==> src/rtl/temp_averager.sv <==
// Eight-sample moving average of a DS18B20 temperature reading.
// A sample is taken once per SAMPLE_PERIOD, range-checked, folded into a running sum and published.
module temp_averager #(
    parameter int SAMPLE_PERIOD = 27000000
) (
    input  logic        CLK,
    input  logic        RST,
    input  logic [15:0] TEMPERATURE,
    input  logic        CLEAR,
    output logic [15:0] TEMP_AVG,
    output logic        AVG_VALID,
    output logic        PRIMED,
    output logic        FAULT,
    output logic        REJECT
);

    localparam int CW = (SAMPLE_PERIOD > 2) ? $clog2(SAMPLE_PERIOD) : 1;
    localparam logic [CW-1:0] TERMINAL = CW'(SAMPLE_PERIOD - 1);

    typedef enum logic [1:0] {WAIT, CHECK, UPDATE, OUTPUT} state_t;

    state_t      state;
    logic [CW-1:0] count;
    logic [15:0] sample;
    logic [15:0] buffer [8];
    logic [2:0]  ptr;
    logic [18:0] sum;

    logic        tick;
    logic        out_of_range;
    logic        power_on_value;
    logic [18:0] sample_ext;
    logic [18:0] oldest_ext;

    always_comb begin
        tick           = (count == TERMINAL);
        // Legal DS18B20 range is -55 degC (0xFC90) to +125 degC (0x07D0).
        out_of_range   = ($signed(sample) < -16'sd880) || ($signed(sample) > 16'sd2000);
        power_on_value = !PRIMED && (sample == 16'h0550);
        sample_ext     = {{3{sample[15]}}, sample};
        oldest_ext     = {{3{buffer[ptr][15]}}, buffer[ptr]};
    end

    always_ff @(posedge CLK or posedge RST) begin
        if (RST) begin
            state     <= WAIT;
            count     <= '0;
            sample    <= '0;
            ptr       <= '0;
            sum       <= '0;
            TEMP_AVG  <= '0;
            AVG_VALID <= 1'b0;
            PRIMED    <= 1'b0;
            FAULT     <= 1'b0;
            REJECT    <= 1'b0;
            for (int i = 0; i < 8; i++) buffer[i] <= '0;
        end else if (CLEAR) begin
            state     <= WAIT;
            count     <= '0;
            ptr       <= '0;
            sum       <= '0;
            AVG_VALID <= 1'b0;
            PRIMED    <= 1'b0;
            FAULT     <= 1'b0;
            REJECT    <= 1'b0;
        end else begin
            count     <= tick ? '0 : count + 1'b1;
            AVG_VALID <= 1'b0;
            REJECT    <= 1'b0;
            case (state)
                WAIT: begin
                    if (tick) begin
                        sample <= TEMPERATURE;
                        state  <= CHECK;
                    end
                end
                CHECK: begin
                    if (out_of_range) begin
                        FAULT  <= 1'b1;
                        REJECT <= 1'b1;
                        state  <= WAIT;
                    end else if (power_on_value) begin
                        REJECT <= 1'b1;
                        state  <= WAIT;
                    end else begin
                        state  <= UPDATE;
                    end
                end
                UPDATE: begin
                    if (!PRIMED) begin
                        // First good sample fills the window so the average is valid at once.
                        for (int i = 0; i < 8; i++) buffer[i] <= sample;
                        sum    <= {sample, 3'b000};
                        ptr    <= '0;
                        PRIMED <= 1'b1;
                    end else begin
                        sum         <= sum - oldest_ext + sample_ext;
                        buffer[ptr] <= sample;
                        ptr         <= ptr + 1'b1;
                    end
                    state <= OUTPUT;
                end
                OUTPUT: begin
                    TEMP_AVG  <= sum[18:3];
                    AVG_VALID <= 1'b1;
                    state     <= WAIT;
                end
                default: state <= WAIT;
            endcase
        end
    end

endmodule

==> config.mk <==
export PLATFORM = sky130hd
export DESIGN_NAME = temp_averager
export DESIGN_NICKNAME = d
export VERILOG_FILES = /design/src/rtl/temp_averager.sv
export SDC_FILE = /design/constraint.sdc
export NUM_CORES = 1
export LEC_CHECK = 0
export ABC_CLOCK_PERIOD_IN_PS = 7800
export CAP_MARGIN = 20
export CORE_AREA = 5 5 122 182
export DETAILED_ROUTE_END_ITERATION = 16
export DIE_AREA = 0 0 127 187
export GPL_TIMING_DRIVEN = 1
export HOLD_SLACK_MARGIN = 0.08
export PLACE_DENSITY = 0.82
export SYNTH_ARGS = -nofsm -noshare
export SYNTH_HDL_FRONTEND = slang
export SYNTH_SLANG_ARGS = --single-unit
==> constraint.sdc <==
create_clock -name CLK -period 7.8 [get_ports CLK]
set_input_delay 2.34 -clock CLK [delete_from_list [all_inputs] [get_ports CLK]]
set_output_delay 2.34 -clock CLK [all_outputs]
set_load 0.03 [all_outputs]
==> summary.txt, run 1 <==
Die
  – Die footprint: 23750 um2
  – Rows: 64
  – Starting Density: 54.05%
  – Ports: 39
  – Die Width: 127 um
  – Chip Height: 187 um
  – Core area: 20340 um2

Clock network
  – Cts hold-fix bufs: 0
  – CTS Buf Count: 21
  – Clock transition at path regs: 0.07 ns
  – # H-tree levels: 1
  – Post-cts sizing count: 0
  – # clock sinks: 213
  – Clk_lat worst skew: 0.51 ns
  – Clock Tree Root: clkbuf_16
  – Setup bufs post-CTS: 0
  – TritonCTS clock tree: done
  – Clock Tree Buf Depth: 3

Synthesis
  – Share of the yosys chip area belonging to registers: 48.49%
  – Cell count after synthesis: 987
  – Cell taking the most area after synthesis: dfrtp_1
  – Main flop type after synthesis: dfrtp_1
  – Mean area per synthesized cell: 11.14 um2
  – Mapped Nets: 1046
  – Seq cells post-synth: 213
  – Share of the synthesized area in the top cell type: 48.49%
  – Area contributors post-synth: dfrtp_1, mux2_2, fa_1
  – Post-synth cell types: 62
  – Post-synth EDFFs: 0
  – Ys async rst share: 100.0%
  – Synth Warn #: 0
  – Mapped cell area: 10990 um2

Final layout
  – Number of fill cells: 1590
  – Layout cells sized above 1: 21.63%
  – Utilization after layout: 60.23%
  – Final nets: 1052
  – Area Overhead vs Synth: 11.44%
  – Final instance area: 12250 um2
  – Diodes inserted: 0
  – Non-Filler Instances: 1272

Pwr
  – Net Sw Frac: 20.95%
  – Leakage: 0.005706 uW
  – Power per standard cell area: 177.4 nW/um2
  – P_sw: 455.4 uW
  – Clock network fraction of total power: 47.2%
  – Logic gate share of total power: 1.8%
  – Internal power: 1718 uW
  – Sequential share of power: 51.0%
  – Maximum VDD drop: 175.1 uV

Timing
  – Final Critical Period: 4.919 ns
  – Fin crit share: 63.06%
  – Max Transition Viols Final: 0
  – Worst-Margin Slew: 1.072 ns
  – RSZ-0062 raised after global routing: no
  – Setup TNS: 0 ns
  – Setup Skew: 0.02141 ns
  – Setup violators final: 0
  – Slew headroom: 28.53%
  – Highest clock rate: 203.3 MHz
  – Final Hold Violating Endpoints: 0

Global routing
  – First-pass GRT wire length: 40400 um
  – Gr usage total: 20.76%
  – Pin count of the biggest net entering global routing: 200
  – Number of global-route vias before repair: 7881
  – Initial antenna violation count: 0
  – Remaining global-route overflow: 0

Critical path
  – RR Endpoint: sum[17]
  – Cell chain of the critical path: buf_4, nor2b_1, a221oi_1, o22ai_1, fa_1, inv_1, ha_1, a21oi_1, o21ai_1, nor2_1, o21ai_1, a311oi_1, xor2_1, o21ai_0
  – Critical Path Most Common Cell: o21ai_1
  – Critical Path RT: 8.16 ns
  – Max incr delay on CP: 0.89 ns
  – Worst Setup Path Type: reg -> reg
  – Critical path startpoint: ptr[1]
  – Worst Setup End Kind: register
  – Crit-path max FO: 47
  – R2R Path Start: ptr[1]
  – Worst EP arrival: 5.28 ns
  – R2r setup slk: 2.88 ns
  – Critical path's slowest cell: nor2b_1
  – Crit path launch type: register
  – R2R depth: 14

Placement
  – Placed insts: 1230
  – HPWL after DPL: 16350 um
  – Area post-placement: 11500 um2
  – Buffers on Ports: 38
  – Placer Congestion: 0.8835

Min path
  – Hold path endpoint: TEMP_AVG[15]
  – Min-Delay Path Depth: 2
  – Worst hold path class: reg -> reg
  – Hold path start: TEMP_AVG[15]

Route
  – # DRC: 0
  – Routed vias/inst: 5.960
  – 1st-pass router iterations: 8
  – Drt wl/cell: 19.34 um
  – Iter 0 DRT Violations: 603
  – DRT antenna net count: 0
  – Vias: 7581
  – Final WL: 24600 um

Run
  – MaxCap Viol Count: 0

Status
  – Status: finished, final reports clean
-- per-stage QoR --
| stage | setup WS [ns] | hold WS (ns) | power [uW] |
|---|---|---|---|
| floorplan | 2.690 | 0.4492 | 1151 |
| global placement | 2.673 | 0.4599 | 1169 |
| detailed placement | 2.570 | 0.4627 | 1169 |
| CTS | 2.923 | 0.4782 | 2190 |
| global route | 2.677 | 0.4969 | 2241 |
| finish | 2.881 | 0.4758 | 2174 |
-- how the worst max path moves through the flow --
stage                      end  depth (start not counted)
floorplan            AVG_VALID                          1
global route           sum[17]                         14
finish                 sum[17]                         14
global placement    buffer[65]                          5
CTS                    sum[17]                         14
detailed placement  buffer[73]                          5
-- cell type report --
class                           instances  area (um2)  share of cell area (%)
Clock buffer                           28       591.8                   4.831
Clock inverter                         10       106.4                  0.8681
Inverter                               80       304.0                   2.482
Multi-Input combinational cell        629        5091                   41.56
Sequential cell                       213        5333                   43.53
Tap cell                              264       330.3                   2.696
Timing Repair Buffer                   48       494.2                   4.034
-- flip-flops by register name (all words and copies together) (netlist names) --
register,flops
buffer,128
AVG_VALID,1
REJECT,1
state,2
sample,16
PRIMED,1
TEMP_AVG,16
sum,19
ptr,3
FAULT,1
count,25
-- kinds of logic (layout without fill, tap and decap cells) --
group	count (synthesis)	count (layout)	share of synthesized area [%]
buf+inv	145	166	5.304
flops	213	213	48.49
mux	175	175	18.09
compound gates	183	183	10.97
fa+ha+maj	40	40	5.782
xor+xnor	42	42	3.346
simple gates	189	189	8.024
-- routing by layer --
metal | part of all wire (%) | up-vias | track usage [%]
met5 | 0 | - | 0
met4 | 3.3 | 0 | 8.051
met3 | 4.9 | 57 | 2.257
met2 | 53 | 232 | 37.13
met1 | 39 | 3856 | 25.51
li1 | - | 3436 | -
-- power groups by stage --
stage / Clock (uW) / Combinational (uW) / Sequential [uW]
3_5_place_dp: 0 / 40.7 / 1130
4_1_cts: 1040 / 40.8 / 1110
2_1_floorplan: 0 / 22.6 / 1130
6_report: 1030 / 40.2 / 1110
3_3_place_gp: 0 / 40.4 / 1130
5_1_grt: 1090 / 46.3 / 1110
-- synthesized netlist by cell type (all sizes together) (4+ instances only) --
cell type and count:
xnor2 20, clkbuf 41, mux2 159, a22oi 23, a221oi 12, a21o 7, nor3 5, nor2 58
nand3 12, nand2 73, inv 80, and2 5, ha 22, o211ai 5, a21oi 25, dfrtp 213
o221ai 8, o22ai 7, mux2i 16, xor2 22, fa 18, buf 24, o21ai 58, and4 4
nand4 11, a22o 4, a31oi 14, and3 4, o21a 5, nand3b 5
-- worst max-delay path, delay by kind of cell (launching register included) --
kind,cells,cell delay [ns]
DFF,1,0.34
xor gates and xnor gates,1,0.22
adders and majority gates,2,0.77
AOI/OAI and AO/OA,7,1.77
and+or+nand+nor,2,1.09
buffers and inverters,2,0.58
-- cells in the final DEF (no fill, tap or decap), drive strengths merged, types with 8 or more instances in the layout --
cell type / netlist / final
ha: 22 / 22
mux2i: 16 / 16
a22oi: 23 / 23
nand2: 73 / 73
clkdlybuf4s50: 0 / 38
a221oi: 12 / 12
a21oi: 25 / 25
a31oi: 14 / 14
buf: 24 / 10
o221ai: 8 / 8
clkbuf: 41 / 28
inv: 80 / 80
mux2: 159 / 159
fa: 18 / 18
nand4: 11 / 11
nand3: 12 / 12
o21ai: 58 / 58
dfrtp: 213 / 213
xnor2: 20 / 20
xor2: 22 / 22
nor2: 58 / 58
(Power assumes the default switching activity.)
==> run 2, diff against run 1 <==
- ABC_CLOCK_PERIOD_IN_PS: 7800 -> 4200
- clock period: 7.8 -> 4.2 ns (I/O delays scaled with it)
==> run 2 against run 1 <==
Against the previous run: critical path depth increased by 1; sequential cell count unchanged; wire length increased by 3.9%; total power increased by 85%; setup slack got worse by 2.6 ns; worst hold slack about the same; die area unchanged; final area increased by 2.3%; sequential power increased by 86%; via count increased by 2.7%; register-to-register slack got worse by 2.6 ns; critical path type unchanged; highest routed layer unchanged.
==> summary.txt, run 2 (same netlist as run 1, synthesis figures left out) <==
Status
  – Status: finished, final reports clean (unchanged)

Pwr
  – Internal power: 3187 uW (was 1718 uW)
  – Sequential share of power: 51.2% (was 51.0%)
  – Logic gate share of total power: 2.0% (was 1.8%)
  – Leakage: 0.005885 uW (was 0.005706 uW)
  – Clock network fraction of total power: 46.8% (was 47.2%)
  – P_sw: 829.1 uW (was 455.4 uW)
  – Power per standard cell area: 320.4 nW/um2 (was 177.4 nW/um2)
  – Maximum VDD drop: 269.1 uV (was 175.1 uV)
  – Net Sw Frac: 20.65% (was 20.95%)

Final layout
  – Layout cells sized above 1: 24.16% (was 21.63%)
  – Area Overhead vs Synth: 14.01% (was 11.44%)
  – Max reg flops: 128 (unchanged)
  – Largest register by flop count: buffer (unchanged)
  – Largest regs: buffer x128, count x25, sum x19 (unchanged)
  – Diodes inserted: 0 (unchanged)
  – Most frequent cells in the layout: dfrtp_1, mux2_2, inv_1 (unchanged)
  – Commonest non-fill, non-tap cell in the layout: dfrtp_1 (unchanged)
  – Final nets: 1084 (was 1052)
  – Number of fill cells: 1501 (was 1590)

Critical path
  – R2R Path Start: ptr[2] (was ptr[1])
  – Crit-path max FO: 9 (was 47)
  – Critical Path RT: 4.55 ns (was 8.16 ns)
  – Worst Setup End Kind: register (unchanged)
  – Crit path launch type: register (unchanged)
  – Critical Path Stages: 15 (was 14)
  – Delay-heaviest family, CP: compound AO/OA/AOI/OAI gates (unchanged)
  – Worst Setup Path Type: reg -> reg (unchanged)
  – RR Endpoint: sum[18] (was sum[17])
  – Critical path buffer and inverter count: 3 (was 2)
  – Worst EP arrival: 4.31 ns (was 5.28 ns)
  – R2r setup slk: 0.24 ns (was 2.88 ns)
  – R2R depth: 15 (was 14)
  – Critical path's slowest cell: dfrtp_1 (was nor2b_1)
  – Max incr delay on CP: 0.56 ns (was 0.89 ns)
  – Cell chain of the critical path: buf_4, nor2_1, buf_4, a22oi_1, o22ai_1, fa_1, inv_1, ha_1, and3_1, a31oi_1, o21ai_0, a31oi_2, a21oi_1, xnor2_1, o21ai_0 (was buf_4, nor2b_1, a221oi_1, o22ai_1, fa_1, inv_1, ha_1, a21oi_1, o21ai_1, nor2_1, o21ai_1, a311oi_1, xor2_1, o21ai_0)

Clock network
  – Clock Tree Buf Depth: 3 (unchanged)
  – Clock transition at path regs: 0.06 ns (was 0.07 ns)
  – # H-tree levels: 1 (unchanged)
  – TritonCTS clock tree: done (unchanged)
  – # clock sinks: 213 (unchanged)
  – Clk_lat worst skew: 0.49 ns (was 0.51 ns)
  – Cts hold-fix bufs: 0 (unchanged)
  – CTS Buf Count: 20 (was 21)
  – Clock Tree Root: clkbuf_16 (unchanged)

Run
  – MaxCap Viol Count: 0 (unchanged)

Global routing
  – First-pass GRT wire length: 42160 um (was 40400 um)
  – Pin count of the biggest net entering global routing: 72 (was 200)
  – Initial antenna violation count: 0 (unchanged)
  – Number of global-route vias before repair: 8216 (was 7881)
  – Met3 GRT Util: 2.857% (was 2.257%)
  – M1 GR Usage: 26.32% (was 25.51%)
  – Gr usage total: 21.72% (was 20.76%)
  – GR peak layer: met2 (unchanged)
  – Met2 Resource Use GR: 38.40% (was 37.13%)
  – Remaining global-route overflow: 0 (unchanged)

Die
  – Rows: 64 (unchanged)
  – Ports: 39 (unchanged)
  – Core area: 20340 um2 (unchanged)
  – Die footprint: 23750 um2 (unchanged)
  – Die Width: 127 um (unchanged)
  – Starting Density: 54.05% (unchanged)
  – Chip Height: 187 um (unchanged)

Min path
  – Hold path endpoint: TEMP_AVG[2] (was TEMP_AVG[15])
  – Worst hold path class: reg -> reg (unchanged)
  – Min-Delay Path Depth: 2 (unchanged)
  – Hold path start: TEMP_AVG[2] (was TEMP_AVG[15])

Placement
  – Pre-CTS setup slack: 0.1074 ns (was 2.570 ns)
  – HPWL after DPL: 17940 um (was 16350 um)
  – Placer Congestion: 0.9420 (was 0.8835)
  – Buffers on Ports: 38 (unchanged)

Route
  – DRT antenna net count: 0 (unchanged)
  – 1st-pass router iterations: 6 (was 8)
  – Routed vias/inst: 5.978 (was 5.960)
  – Final WL: 25560 um (was 24600 um)
  – # DRC: 0 (unchanged)
  – Drt wl/cell: 19.61 um (was 19.34 um)
  – Iter 0 DRT Violations: 472 (was 603)
  – Vias: 7789 (was 7581)

Timing
  – Highest clock rate: 252.7 MHz (was 203.3 MHz)
  – Max Transition Viols Final: 0 (unchanged)
  – Slew headroom: 42.69% (was 28.53%)
  – Setup violators final: 0 (unchanged)
  – Setup ws final: 0.2432 ns (was 2.881 ns)
  – Worst-Margin Slew: 0.8597 ns (was 1.072 ns)
  – Final Critical Period: 3.957 ns (was 4.919 ns)
  – Fin crit share: 94.21% (was 63.06%)
  – Final Hold Violating Endpoints: 0 (unchanged)
  – Setup TNS: 0 ns (unchanged)
  – Setup Skew: 0.01025 ns (was 0.02141 ns)
  – RSZ-0062 raised after global routing: no (unchanged)
==> run 2: cell types whose count changed in the layout (fill, tap and decap cells not counted) <==
cell | previous run | this run
a31oi_1 | 14 | 13
a31oi_2 | 0 | 1
inv_6 | 1 | 0
buf_8 | 3 | 0
buf_4 | 5 | 36
clkbuf_1 | 3 | 2
clkinvlp_4 | 2 | 1
clkinv_4 | 0 | 1
buf_12 | 1 | 6
==> run 2: cell type report <==
class / count / area, um2 / share of cell area [%]
timing repair buffer: 81 / 782.0 / 6.239
clock inverter: 9 / 98.84 / 0.7887
tap: 264 / 330.3 / 2.636
clock buffer: 27 / 588.1 / 4.692
multi-input combinational: 629 / 5097 / 40.67
sequential: 213 / 5333 / 42.55
inverter: 80 / 304.0 / 2.426
==> run 2: power groups by stage <==
stage,Combinational [uW],Sequential [uW],Clock (uW)
after floorplan,42.0,2100,0
after global placement,82.9,2100,0
after detailed placement,83.4,2100,0
after CTS,84.1,2060,1910
after global routing,93.1,2060,2000
final,81.1,2060,1880
==> run 2: stage by stage <==
stage	total power, uW	std cells	area, um2	util [%]	hold WS (ns)
after floorplan	2137	987	11000	-	0.4492
after global placement	2178	1264	11810	58.08	0.4595
after detailed placement	2179	1264	11810	58.08	0.4690
after CTS	4054	1300	12500	61.46	0.4840
after global routing	4146	1303	12530	61.62	0.5023
final	4016	1303	12530	61.62	0.4758
==> run 2: repair_timing <==
item,in CTS,in global routing
setup buffers,0,3
gates resized for setup,0,2
endpoints found under the setup margin,0,3
==> run 2: worst max path at each step <==
stage,to,start
after CTS,sum[18],ptr[1]
final,sum[18],ptr[2]
after global placement,sum[18],ptr[1]
after global routing,sum[18],ptr[2]
after floorplan,AVG_VALID,RST
after detailed placement,sum[18],ptr[1]
==> run 2: layer usage <==
metal / wire [um] / part of all wire (%) / vias up
li1: - / - / 3516
met2: 13280 / 52 / 262
met4: 988 / 3.9 / 0
met1: 9847 / 39 / 3931
met5: 0 / 0 / -
met3: 1438 / 5.6 / 80
==> run 2: tightest hold or removal path, delay by kind of cell (launching register included) <==
family	cells	cell delay, ns
and+or+nand+nor	1	0.04
AOI/OAI and AO/OA	1	0.06
DFF	1	0.34
